## src/rtl/mips_ctrl_pkg.sv

```systemverilog
// Shared constants for the multicycle MIPS control unit:
// opcodes, state codes, mux/ALU selects and the control bundle.
package mips_ctrl_pkg;

  localparam logic [5:0] OP_R    = 6'b000000;
  localparam logic [5:0] OP_LW   = 6'b100011;
  localparam logic [5:0] OP_SW   = 6'b101011;
  localparam logic [5:0] OP_BEQ  = 6'b000100;
  localparam logic [5:0] OP_ADDI = 6'b001000;
  localparam logic [5:0] OP_J    = 6'b000010;

  localparam int M_R    = 0;
  localparam int M_LW   = 1;
  localparam int M_SW   = 2;
  localparam int M_BEQ  = 3;
  localparam int M_ADDI = 4;
  localparam int M_J    = 5;

  localparam logic [1:0] ALU_ADD   = 2'b00;
  localparam logic [1:0] ALU_SUB   = 2'b01;
  localparam logic [1:0] ALU_FUNCT = 2'b10;

  localparam logic [1:0] SRCB_REG  = 2'b00;
  localparam logic [1:0] SRCB_FOUR = 2'b01;
  localparam logic [1:0] SRCB_IMM  = 2'b10;
  localparam logic [1:0] SRCB_BOFS = 2'b11;

  localparam logic [1:0] PC_ALU  = 2'b00;
  localparam logic [1:0] PC_OUT  = 2'b01;
  localparam logic [1:0] PC_JUMP = 2'b10;

  typedef enum logic [3:0] {
    S_FETCH  = 4'd0,
    S_DECODE = 4'd1,
    S_MEMADR = 4'd2,
    S_MEMRD  = 4'd3,
    S_MEMWB  = 4'd4,
    S_MEMWR  = 4'd5,
    S_EXEC   = 4'd6,
    S_ALUWB  = 4'd7,
    S_BRANCH = 4'd8,
    S_ADDIEX = 4'd9,
    S_ADDIWB = 4'd10,
    S_JUMP   = 4'd11,
    S_TRAP   = 4'd12
  } state_t;

  typedef struct packed {
    logic       pc_write;
    logic       pc_write_cond;
    logic       iord;
    logic       mem_read;
    logic       mem_write;
    logic       ir_write;
    logic       mem_to_reg;
    logic       reg_dst;
    logic       reg_write;
    logic       alu_src_a;
    logic [1:0] alu_src_b;
    logic [1:0] alu_op;
    logic [1:0] pc_source;
    logic       illegal;
    logic       bus_err;
  } ctrl_t;

  function automatic logic equal6x2_1(
    input logic [5:0] a,
    input logic [5:0] b
  );
    return ~|(a ^ b);
  endfunction

endpackage

```

## src/rtl/opcode_match.sv

```systemverilog
// One-hot opcode classifier: one exact 6-bit compare per
// supported instruction; an unsupported opcode yields all zeros.
module opcode_match
  import mips_ctrl_pkg::*;
(
  input  logic [5:0] opcode,
  output logic [5:0] match
);

  assign match[M_R]    = equal6x2_1(opcode, OP_R);
  assign match[M_LW]   = equal6x2_1(opcode, OP_LW);
  assign match[M_SW]   = equal6x2_1(opcode, OP_SW);
  assign match[M_BEQ]  = equal6x2_1(opcode, OP_BEQ);
  assign match[M_ADDI] = equal6x2_1(opcode, OP_ADDI);
  assign match[M_J]    = equal6x2_1(opcode, OP_J);

endmodule

```

## src/rtl/multicycle_control.sv

```systemverilog
// Multicycle MIPS control FSM with memory wait timeout,
// illegal-opcode trap and debug state output.
module multicycle_control
  import mips_ctrl_pkg::*;
#(
  parameter int WAIT_LIMIT = 8
) (
  input  logic       clk,
  input  logic       rst_n,
  input  logic [5:0] opcode,
  input  logic       mem_ready,
  output logic       pc_write,
  output logic       pc_write_cond,
  output logic       iord,
  output logic       mem_read,
  output logic       mem_write,
  output logic       ir_write,
  output logic       mem_to_reg,
  output logic       reg_dst,
  output logic       reg_write,
  output logic       alu_src_a,
  output logic [1:0] alu_src_b,
  output logic [1:0] alu_op,
  output logic [1:0] pc_source,
  output logic       illegal,
  output logic       bus_err,
  output logic [3:0] state
);

  localparam int CW = $clog2(WAIT_LIMIT + 1);

  state_t        state_q, state_d;
  logic [CW-1:0] cnt_q, cnt_d;
  logic          bus_q, bus_d;
  logic [5:0]    match;
  logic          mem_state;
  logic          waiting;
  logic          timeout;
  ctrl_t         c;

  opcode_match u_match (
    .opcode (opcode),
    .match  (match)
  );

  assign mem_state = (state_q == S_FETCH) ||
                     (state_q == S_MEMRD) ||
                     (state_q == S_MEMWR);
  assign waiting   = mem_state && !mem_ready;
  // timeout fires on the WAIT_LIMIT-th consecutive idle cycle
  assign timeout   = waiting &&
                     (cnt_q == CW'(WAIT_LIMIT - 1));

  always_ff @(posedge clk or negedge rst_n) begin
    if (!rst_n) begin
      state_q <= S_FETCH;
      cnt_q   <= '0;
      bus_q   <= 1'b0;
    end else begin
      state_q <= state_d;
      cnt_q   <= cnt_d;
      bus_q   <= bus_d;
    end
  end

  always_comb begin
    state_d = S_FETCH;
    bus_d   = 1'b0;
    cnt_d   = '0;
    if (waiting && !timeout) begin
      cnt_d = cnt_q + CW'(1);
    end
    if (timeout) begin
      state_d = S_TRAP;
      bus_d   = 1'b1;
    end else begin
      case (state_q)
        S_FETCH:
          state_d = mem_ready ? S_DECODE : S_FETCH;
        S_DECODE: begin
          unique case (1'b1)
            match[M_LW],
            match[M_SW]:   state_d = S_MEMADR;
            match[M_R]:    state_d = S_EXEC;
            match[M_BEQ]:  state_d = S_BRANCH;
            match[M_ADDI]: state_d = S_ADDIEX;
            match[M_J]:    state_d = S_JUMP;
            default:       state_d = S_TRAP;
          endcase
        end
        S_MEMADR:
          state_d = match[M_SW] ? S_MEMWR : S_MEMRD;
        S_MEMRD:
          state_d = mem_ready ? S_MEMWB : S_MEMRD;
        S_MEMWR:
          state_d = mem_ready ? S_FETCH : S_MEMWR;
        S_EXEC:   state_d = S_ALUWB;
        S_ADDIEX: state_d = S_ADDIWB;
        default:  state_d = S_FETCH;
      endcase
    end
  end

  always_comb begin
    c = '0;
    if (rst_n) begin
      case (state_q)
        S_FETCH: begin
          c.mem_read  = 1'b1;
          c.alu_src_b = SRCB_FOUR;
          c.alu_op    = ALU_ADD;
          c.pc_source = PC_ALU;
          c.ir_write  = mem_ready;
          c.pc_write  = mem_ready;
        end
        S_DECODE: begin
          c.alu_src_b = SRCB_BOFS;
          c.alu_op    = ALU_ADD;
        end
        S_MEMADR, S_ADDIEX: begin
          c.alu_src_a = 1'b1;
          c.alu_src_b = SRCB_IMM;
          c.alu_op    = ALU_ADD;
        end
        S_MEMRD: begin
          c.mem_read = 1'b1;
          c.iord     = 1'b1;
        end
        S_MEMWB: begin
          c.reg_write  = 1'b1;
          c.mem_to_reg = 1'b1;
        end
        S_MEMWR: begin
          c.mem_write = 1'b1;
          c.iord      = 1'b1;
        end
        S_EXEC: begin
          c.alu_src_a = 1'b1;
          c.alu_src_b = SRCB_REG;
          c.alu_op    = ALU_FUNCT;
        end
        S_ALUWB: begin
          c.reg_write = 1'b1;
          c.reg_dst   = 1'b1;
        end
        S_BRANCH: begin
          c.alu_src_a     = 1'b1;
          c.alu_src_b     = SRCB_REG;
          c.alu_op        = ALU_SUB;
          c.pc_write_cond = 1'b1;
          c.pc_source     = PC_OUT;
        end
        S_ADDIWB:
          c.reg_write = 1'b1;
        S_JUMP: begin
          c.pc_write  = 1'b1;
          c.pc_source = PC_JUMP;
        end
        S_TRAP: begin
          c.illegal = !bus_q;
          c.bus_err = bus_q;
        end
        default: c = '0;
      endcase
    end
  end

  assign pc_write      = c.pc_write;
  assign pc_write_cond = c.pc_write_cond;
  assign iord          = c.iord;
  assign mem_read      = c.mem_read;
  assign mem_write     = c.mem_write;
  assign ir_write      = c.ir_write;
  assign mem_to_reg    = c.mem_to_reg;
  assign reg_dst       = c.reg_dst;
  assign reg_write     = c.reg_write;
  assign alu_src_a     = c.alu_src_a;
  assign alu_src_b     = c.alu_src_b;
  assign alu_op        = c.alu_op;
  assign pc_source     = c.pc_source;
  assign illegal       = c.illegal;
  assign bus_err       = c.bus_err;
  assign state         = state_q;

endmodule
```

## config.mk

```make
export PLATFORM = sky130hd
export DESIGN_NAME = multicycle_control
export DESIGN_NICKNAME = d
export VERILOG_FILES = /design/src/rtl/mips_ctrl_pkg.sv /design/src/rtl/opcode_match.sv /design/src/rtl/multicycle_control.sv
export SDC_FILE = /design/constraint.sdc
export NUM_CORES = 1
export LEC_CHECK = 0
export CORE_MARGIN = 1
export CORE_UTILIZATION = 35
export DETAILED_ROUTE_END_ITERATION = 7
export GPL_TIMING_DRIVEN = 1
export PLACE_DENSITY = 0.69
export SLEW_MARGIN = 0
export SYNTH_ARGS = -nofsm -noshare
export SYNTH_HDL_FRONTEND = slang
export SYNTH_HIERARCHICAL = 1
export SYNTH_SLANG_ARGS = --single-unit
```

## constraint.sdc

```tcl
create_clock -name clk -period 2.26 [get_ports clk]
set_input_delay 0.452 -clock clk [delete_from_list [all_inputs] [get_ports clk]]
set_output_delay 0.452 -clock clk [all_outputs]
set_load 0.02 [all_outputs]
```

# == After elaboration in Yosys (flattened, before gate mapping) ==
# Cells that the tools add are included.
# word_totals
reg_bits,9
output_inout_bits,22
word_cells,72
# op_classes
n_addsub,1
n_eq_ne,13
muxes,23
bitwise_logic,5
n_reduce_logical,27
# ops
operator,count
4-bit one-hot mux with 5 select lines,2
6-bit OR reduction,6
4-bit one-hot mux with 7 select lines,1
4-bit by 3-bit == test with 1-bit output (second input constant),5
4-bit == test (second input constant),5
18-bit two-way mux,1
1-bit two-way mux,11
1-bit logical NOT,9
3-bit two-way mux,3
4-bit by 2-bit == test with 1-bit output (second input constant),2
4-bit two-way mux,2
2-bit OR reduction,4
4-bit by 1-bit adder with 4-bit output (second input constant),1
4-bit by 1-bit == test with 1-bit output (second input constant),1
4-bit logical NOT,1
4-bit inverter,1
2-bit one-hot mux with 2 select lines,1
4-bit OR reduction,1
1-bit logical AND,3
1-bit inverter,3
3-bit inverter,1
3-bit OR reduction,1
1-bit logical OR,2
2-bit two-way mux,1
1-bit one-hot mux with 2 select lines,1

# == Longest topological paths before layout ==
# Gate-level depths: netlist of run 1.
# depth
word_depth,8
mapped_depth,6

# == Hierarchy ==
# Netlist of run 1, hierarchy kept.
# by_module_without_submodules
mod,instances,cells_per_inst,area_each_um2,seq_area_each_um2
multicycle_control,1,98,765.7,225.2
opcode_match,1,9,76.3,0.0

# == Least setup slack after synthesis of run 1 ==
# No wires, ideal clock.
# synth_path
path_kind,input -> register
start,input port opcode[2]
end,"register state_q[0], in the netlist state[0]"
setup_time_ns,0.086
t_arrival_ns,1.899
required_time_ns,2.174
slack_ns,0.275
cell_stages,6
path_cell_list,or3_4 nor4b_1 nor2_1 mux2_2 o221a_2 nor3_1
# synth_between
word_cells_on_any_way,17
# synth_lines
element,line_no,rtl
start: declaration,multicycle_control.sv:10,"input logic [5:0] opcode,"
6-bit OR reduction,mips_ctrl_pkg.sv:70,return ~|(a ^ b);
1-bit logical NOT,mips_ctrl_pkg.sv:70,
named net match[5],multicycle_control.sv:35,logic [5:0] match;
4-bit one-hot mux with 5 select lines,multicycle_control.sv:81,unique case (1'b1)
4-bit one-hot mux with 7 select lines,multicycle_control.sv:77,case (state_q)
4-bit two-way mux,multicycle_control.sv:73,if (timeout) begin
named net state_d[0],multicycle_control.sv:32,"state_t state_q, state_d;"
end signal: assignment,multicycle_control.sv:60,state_q <= state_d;
end: declaration,multicycle_control.sv:32,
# The timed path passes the listed nets, and every way through them passes these cells.

# == Final worst setup path of run 1 ==
# layout_path
start,input port opcode[5]
end,"register state_q[0], in the netlist state[0]"
# Same word-level chain as after synthesis.

==> results of run 1 <==
worst reg2reg max path: stages (launching register included):
cell and delay (ns):
sky130_fd_sc_hd__dfrtp_2 0.48, sky130_fd_sc_hd__buf_4 0.20, sky130_fd_sc_hd__nor3_1 0.25, sky130_fd_sc_hd__a21oi_2 0.08, sky130_fd_sc_hd__nor4b_4 0.38, sky130_fd_sc_hd__or3_1 0.17
state kept, by name, indices dropped and copies added, names as in the netlist:
register and cells:
cnt_q 4, state 4, bus_q 1
metal layers:
layer,global-route usage,up-vias,part of all wire
li1,-,478,-
met5,0,-,0
met2,0.346,21,0.51
met1,0.225,430,0.45
met4,0.0602,0,0
met3,0.0179,0,0.035
power by group through the flow:
stage | Combinational, mW | Clock [mW] | Sequential [mW]
2_1_floorplan | 0.522 | 0 | 0.287
5_1_grt | 0.922 | 0.136 | 0.290
3_5_place_dp | 0.879 | 0 | 0.278
4_1_cts | 0.839 | 0.129 | 0.282
6_report | 0.845 | 0.122 | 0.281
3_3_place_gp | 0.864 | 0 | 0.277
cells by family (layout without fill, tap and decap cells):
| family | after synthesis | in the layout | share of synthesized area |
|---|---|---|---|
| XOR/XNOR | 2 | 2 | 0.0208 |
| flip-flops | 9 | 9 | 0.267 |
| AND/OR/NAND/NOR | 67 | 67 | 0.493 |
| buffers and inverters | 11 | 56 | 0.0609 |
| adder cells (fa/ha/maj) | 1 | 1 | 0.0149 |
| AO/OA/AOI/OAI | 16 | 16 | 0.129 |
| multiplexers | 1 | 1 | 0.0134 |
stage by stage:
| step | instances | hold WS (ns) | worst slack, ns | power, mW | cell area [um^2] |
|---|---|---|---|---|---|
| 6_report | 180 | 0.479 | 0.121 | 1.25 | 1300 |
| 5_1_grt | 180 | 0.511 | 0.000187 | 1.35 | 1300 |
| 4_1_cts | 180 | 0.486 | 0.0504 | 1.25 | 1290 |
| 3_5_place_dp | 176 | 0.474 | -0.224 | 1.16 | 1280 |
| 3_3_place_gp | 176 | 0.468 | -0.190 | 1.14 | 1280 |
| 2_1_floorplan | 107 | 0.156 | 0.275 | 0.809 | 842 |
path summary, 6_finish.rpt:
path / from / endpoint / slack (ns) / depth (start not counted)
max: opcode[5] / state[0] / 0.12 / 7
min: cnt_q[0] / cnt_q[0] / 0.48 / 1
max reg2reg: state[0] / state[2] / 0.65 / 5
min reg2reg: cnt_q[0] / cnt_q[0] / 0.48 / 1
max in group asynchronous: rst_n / state[0] / 1.45 / 3
min in group asynchronous: rst_n / state[3] / 0.67 / 3
area by class of cell:
type	count	area share
clock buffers	4	0.0202
multi-input cells	87	0.445
well taps	28	0.0269
inverters	2	0.00576
flip-flops and latches	9	0.175
repair buffers	50	0.328
cell usage in the layout, fill, tap and decap left out, types with 2 or more instances in the layout:
master	instances
sky130_fd_sc_hd__and4_1	2
sky130_fd_sc_hd__o21a_1	2
sky130_fd_sc_hd__nor2_1	19
sky130_fd_sc_hd__nor3_2	2
sky130_fd_sc_hd__dfrtp_2	2
sky130_fd_sc_hd__a21oi_1	6
sky130_fd_sc_hd__or3_4	3
sky130_fd_sc_hd__dlygate4sd2_1	15
sky130_fd_sc_hd__nand3_1	5
sky130_fd_sc_hd__clkbuf_4	3
sky130_fd_sc_hd__nor3_1	5
sky130_fd_sc_hd__and2_1	2
sky130_fd_sc_hd__or3_1	3
sky130_fd_sc_hd__nand2b_1	2
sky130_fd_sc_hd__nor4b_2	2
sky130_fd_sc_hd__buf_4	20
sky130_fd_sc_hd__inv_1	2
sky130_fd_sc_hd__nand2_1	6
sky130_fd_sc_hd__clkdlybuf4s15_1	2
sky130_fd_sc_hd__dfrtp_1	7
sky130_fd_sc_hd__nor4b_1	2
sky130_fd_sc_hd__and3_1	2
sky130_fd_sc_hd__nand3b_1	3
sky130_fd_sc_hd__clkdlybuf4s50_1	12
repair_timing:
item	CTS	global route
pin swaps	0	0
endpoints found under the setup margin	18	4
gates resized for setup	21	7
==> impl_summary.txt, run 1 <==
----------------------------------------------------
[Detailed routing]
  Drt total wl ... between 2000 and 2500 um
  Average vias per placed instance ... 5.16
  Vias after detailed routing ... around 930
  Routed WL per cell ... 12.3 um
  Initial drt markers ... 15
  Number of DRC violations after detailed routing ... 0
  Pre-Repair DR Iteration Count ... 6
  Count of antenna-violating nets left after detailed routing ... 0

[Floorplanning]
  Width of the chip ... 51.1 um
  Floorplan die area ... 2610 um^2
  Die outline height ... approximately 51 um
  Initial core utilization ... 0.377
  Ports placed on the boundary ... 31
  Number of core rows ... 17
  Core ar. ... 2230 um^2

[Global route]
  GR Util All Layers ... 0.188
  First-pass GRT wire length ... around 3800 um
  Via count of the first global-routing pass ... between 900 and 1000
  Overflow after GRT ... 0
  Initial antenna violation count ... 0
  Pin count of the biggest net entering global routing ... 13

[Power and ir drop]
  Total power divided by cell area ... between 900 and 1000 nW/um^2
  NetSw ... about 0.59 mW
  Relative contribution of the clock network to total power ... 0.098
  Sequential Power Share ... 0.225
  Peak VDD IR ... roughly 440 uV
  Internal Dissipation ... around 0.66 mW
  Combinational cell fraction of total power ... 0.677
  Static leakage ... 0.600 nW
  Switching Share ... 0.473

[Synth]
  Top post-synthesis cells by area ... sky130_fd_sc_hd__dfrtp_1 (27%), sky130_fd_sc_hd__nor2_1 (8.9%), sky130_fd_sc_hd__or3_4 (4.0%)
  Net count of the mapped netlist ... about 120
  Async set or reset register ratio after synthesis ... 1.00
  Fraction of post-synthesis cell area in the top cell type by area ... 0.267
  Unique masters post-synth ... a little over 40
  Flop and latch count out of synthesis ... 9
  Syn avg cell area ... 7.87 um^2
  Sequential-to-total area share from yosys stat ... 0.267
  Number of enable-type register cells in the synthesized netlist ... 0
  Cell area after synthesis ... roughly 840 um^2
  Most frequent cell after synthesis ... sky130_fd_sc_hd__nor2_1
  Synthesized instance count ... 107
  Leading area contributor after synthesis ... sky130_fd_sc_hd__dfrtp_1
  Yosys warning total ... 6
  Most instantiated cells after synthesis ... sky130_fd_sc_hd__nor2_1 (20), sky130_fd_sc_hd__dfrtp_1 (9), sky130_fd_sc_hd__a21oi_1 (6), sky130_fd_sc_hd__nand2_1 (6), sky130_fd_sc_hd__nor3_1 (6)
  Prevailing post-synth register cell ... sky130_fd_sc_hd__dfrtp_1

[Critical path]
  Max stage delay cell, worst path ... sky130_fd_sc_hd__clkdlybuf4s50_1
  Cells traversed along the worst timing path ... clkdlybuf4s50_1 -> or3_4 -> nor4b_2 -> nor2_1 -> mux2_2 -> o221a_2 -> nor3_2
  Setup crit end kind ... flop
  Worst Path Required ... between 2 and 2.5 ns
  Buf/Inv on CP ... 1
  Category of the worst setup path launch point ... input pin
  Cell family with the largest share of critical-path delay ... simple AND/OR/NAND/NOR gates
  Crit Path Max Fanout ... 3
  Arrival time at the worst endpoint ... between 2 and 2.5 ns
  Crit-path max cell delay ... 0.42 ns
  Crit path kind ... in -> reg

[CTS]
  Count of buffers added by post-CTS timing repair for setup ... 0
  Number of buffers created by CTS ... 3
  Number of buffers on the longest clock path ... 2
  H-tree levels ... 1
  Clock root buffer master ... sky130_fd_sc_hd__clkbuf_4
  Number of hold-repair buffers added at the cts stage ... 0
  Worst-skew pair later-pin latency ... approximately 0.26 ns
  Clock-pin slew reported for the worst setup and hold paths after clock tree synthesis ... 0.06 ns
  Sink count of the clock tree ... 9
  TritonCTS clock tree ... yes

[Final layout]
  Total Nets Final ... about 160
  Final standard cell utilization of the core ... 0.583
  Sequential Area ... ~230 um^2
  Multi-input gate area ... 579 um^2
  Layout cell share with drive strength beyond 1 ... 0.257
  Diodes inserted ... 0
  Synthesis-to-finish area growth ... 54.7%
  Total of fill cells in the finished design ... 230

[STA]
  Worst setup skew after layout ... a little under 0.009 ns
  Final hold viol count ... 0
  Pin slew with the least headroom to its limit ... just under 0.4 ns
  Highest clock frequency the design can meet ... between 400 and 500 MHz
  Period Utilization, post-route ... 0.947
  RSZ-0062 raised after global routing ... no
  Shortest clock period the worst path allows after layout ... about 2.1 ns
  Worst slew margin relative to its limit ... 0.739
  Fin. max-slew vios ... 0
  Setup Total Neg Slack ... 0 ns
  Setup Viol. Count Final ... 0

[Place]
  Placed wire-length estimate ... 1790 um
  Final weighted congestion in routability-driven placement ... about 0.8
  Count of buffers from port buffering ... 30

[Run status]
  Status ... finished clean

[Min path]
  Min-delay worst type ... reg -> reg

[Run]
  Max cap viols ... 0

----------------------------------------------------
Power figures use the tool's default switching activity.
==> inputs of run 2 (changes only) <==
CORE_UTILIZATION = 47   (was 35)
PLACE_DENSITY = 0.88   (was 0.69)
==> impl_summary.txt, run 2 (synthesis results as in run 1) <==
----------------------------------------------------
[STA]
  Pin slew with the least headroom to its limit ... 0.383 ns (was 0.389 ns)
  Worst slew margin relative to its limit ... 0.743 (was 0.739)
  Fin. max-slew vios ... 0 (unchanged)
  Worst setup skew after layout ... 0.00628 ns (was 0.00889 ns)
  Setup Total Neg Slack ... 0 ns (unchanged)
  Setup Viol. Count Final ... 0 (unchanged)
  Final hold viol count ... 0 (unchanged)
  Period Utilization, post-route ... 0.979 (was 0.947)
  Worst hold slack across all endpoints ... 0.487 ns (was 0.479 ns)
  Worst setup margin ... 0.0466 ns (was 0.121 ns)
  Highest clock frequency the design can meet ... 452 MHz (was 467 MHz)
  Shortest clock period the worst path allows after layout ... 2.21 ns (was 2.14 ns)
  RSZ-0062 raised after global routing ... no (unchanged)

[Floorplanning]
  Die outline height ... 44.3 um (was 51.1 um)
  Core ar. ... 1590 um^2 (was 2230 um^2)
  Number of core rows ... 14 (was 17)
  Initial core utilization ... 0.528 (was 0.377)
  Width of the chip ... 44.3 um (was 51.1 um)
  Floorplan die area ... 1960 um^2 (was 2610 um^2)
  Ports placed on the boundary ... 31 (unchanged)

[Critical path]
  Arrival time at the worst endpoint ... 2.39 ns (was 2.32 ns)
  Category of the worst setup path launch point ... input pin (unchanged)
  Setup crit end kind ... flop (unchanged)
  Cells traversed along the worst timing path ... clkdlybuf4s50_1 -> or3_4 -> nor4b_4 -> nor2_1 -> mux2_2 -> o221a_2 -> nor3_2 (was clkdlybuf4s50_1 -> or3_4 -> nor4b_2 -> nor2_1 -> mux2_2 -> o221a_2 -> nor3_2)
  Buf/Inv on CP ... 1 (unchanged)
  Crit-path max cell delay ... 0.47 ns (was 0.42 ns)
  Cell family with the largest share of critical-path delay ... simple AND/OR/NAND/NOR gates (unchanged)
  Worst Path Required ... 2.44 ns (about the same)
  Max stage delay cell, worst path ... sky130_fd_sc_hd__clkdlybuf4s50_1 (unchanged)
  Crit path kind ... in -> reg (unchanged)
  Crit Path Max Fanout ... 3 (unchanged)

[Power and ir drop]
  NetSw ... 0.614 mW (was 0.590 mW)
  Relative contribution of the clock network to total power ... 0.102 (was 0.098)
  Static leakage ... 0.604 nW (was 0.600 nW)
  Internal Dissipation ... 0.659 mW (was 0.658 mW)
  Combinational cell fraction of total power ... 0.674 (was 0.677)
  Total power divided by cell area ... 979 nW/um^2 (was 958 nW/um^2)
  Sequential Power Share ... 0.224 (was 0.225)
  Switching Share ... 0.482 (was 0.473)
  Peak VDD IR ... 602 uV (was 444 uV)

[Place]
  Final weighted congestion in routability-driven placement ... 0.866 (was 0.814)
  Count of buffers from port buffering ... 30 (unchanged)
  Worst setup slack before clock tree synthesis ... -0.280 ns (was -0.224 ns)
  Placed wire-length estimate ... 1820 um (was 1790 um)

[Final layout]
  Synthesis-to-finish area growth ... 54.4% (was 54.7%)
  Total Nets Final ... 163 (unchanged)
  Diodes inserted ... 0 (unchanged)
  Commonest cells after routing, fill and taps aside ... sky130_fd_sc_hd__nor2_1 (20), sky130_fd_sc_hd__buf_4 (20), sky130_fd_sc_hd__dlygate4sd2_1 (15), sky130_fd_sc_hd__clkdlybuf4s50_1 (12) (was sky130_fd_sc_hd__buf_4 (20), sky130_fd_sc_hd__nor2_1 (19), sky130_fd_sc_hd__dlygate4sd2_1 (15), sky130_fd_sc_hd__clkdlybuf4s50_1 (12), sky130_fd_sc_hd__dfrtp_1 (7))
  Layout cell share with drive strength beyond 1 ... 0.263 (was 0.257)
  Final standard cell utilization of the core ... 0.816 (was 0.583)

[Min path]
  Min-delay worst type ... reg -> reg (unchanged)

[Detailed routing]
  Count of antenna-violating nets left after detailed routing ... 0 (unchanged)
  Average vias per placed instance ... 5.77 (was 5.16)
  Drt total wl ... 2440 um (was 2220 um)
  Initial drt markers ... 48 (was 15)
  Vias after detailed routing ... 1016 (was 929)
  Pre-Repair DR Iteration Count ... 4 (was 6)
  Number of DRC violations after detailed routing ... 0 (unchanged)
  Routed WL per cell ... 13.8 um (was 12.3 um)

[Global route]
  GR Util All Layers ... 0.274 (was 0.188)
  Overflow after GRT ... 0 (unchanged)
  First-pass GRT wire length ... 3940 um (was 3760 um)
  Pin count of the biggest net entering global routing ... 14 (was 13)
  Peak-usage layer in the global routing report ... met2 (unchanged)
  Fraction of met2 tracks used by global routing ... 0.438 (was 0.346)
  Via count of the first global-routing pass ... 945 (was 912)
  Met3 layer usage reported by global route ... 0.0367 (was 0.0179)
  Initial antenna violation count ... 0 (unchanged)
  Met1 usage in global routing ... 0.344 (was 0.225)

[Run status]
  Status ... finished clean (unchanged)

[CTS]
  TritonCTS clock tree ... yes (unchanged)
  Worst-skew pair later-pin latency ... 0.27 ns (was 0.26 ns)
  Number of buffers on the longest clock path ... 2 (unchanged)
  Number of buffers created by CTS ... 3 (unchanged)
  H-tree levels ... 1 (unchanged)
  Clock-pin slew reported for the worst setup and hold paths after clock tree synthesis ... 0.07 ns (was 0.06 ns)
  Sink count of the clock tree ... 9 (unchanged)
  Clock root buffer master ... sky130_fd_sc_hd__clkbuf_4 (unchanged)
  Number of hold-repair buffers added at the cts stage ... 0 (unchanged)

[Run]
  Max cap viols ... 0 (unchanged)

----------------------------------------------------
==> run 2: path summary, 6_finish.rpt <==
| kind | startpoint | endpoint | slack, ns | cells after the start |
|---|---|---|---|---|
| max in group asynchronous | rst_n | state[1] | 1.47 | 3 |
| min in group asynchronous | rst_n | state[3] | 0.64 | 3 |
| setup reg to reg | state[0] | cnt_q[1] | 0.63 | 5 |
| hold / removal | cnt_q[0] | cnt_q[0] | 0.49 | 1 |
| setup / recovery | opcode[5] | state[0] | 0.05 | 7 |
| hold reg to reg | cnt_q[0] | cnt_q[0] | 0.49 | 1 |
==> run 2: layout make-up <==
type                            count  area, um^2
Timing Repair Buffer               50         422
Clock buffer                        4        26.3
Sequential cell                     9         229
Fill cell                         107         294
Tap cell                           24        30.0
Multi-Input combinational cell     87         586
Inverter                            2        7.51
==> run 2: what timing repair did <==
action,in CTS,in global routing
endpoints found under the hold margin,0,0
gates resized for setup,23,7
buffers inserted,0,0
endpoints found under the setup margin,19,4
==> run 2: power by group through the flow <==
stage	Clock, mW	Combinational [mW]	Sequential (mW)
2_1_floorplan	0	0.522	0.287
3_3_place_gp	0	0.851	0.281
3_5_place_dp	0	0.874	0.281
4_1_cts	0.133	0.842	0.283
5_1_grt	0.140	0.928	0.294
6_report	0.129	0.858	0.285
==> run 2: through the flow <==
| stage | cells | total power [mW] | instance area [um^2] |
|---|---|---|---|
| finish | 176 | 1.27 | 1300 |
| global route | 176 | 1.36 | 1300 |
| CTS | 176 | 1.26 | 1300 |
| detailed placement | 172 | 1.15 | 1280 |
| global placement | 172 | 1.13 | 1280 |
| floorplan | 107 | 0.809 | 842 |
==> run 2: per-layer routing <==
layer  up-vias  part of all wire
met4         0             0.027
met3         8             0.071
li1        482                 -
met2        59              0.51
met5         -                 0
met1       467              0.39
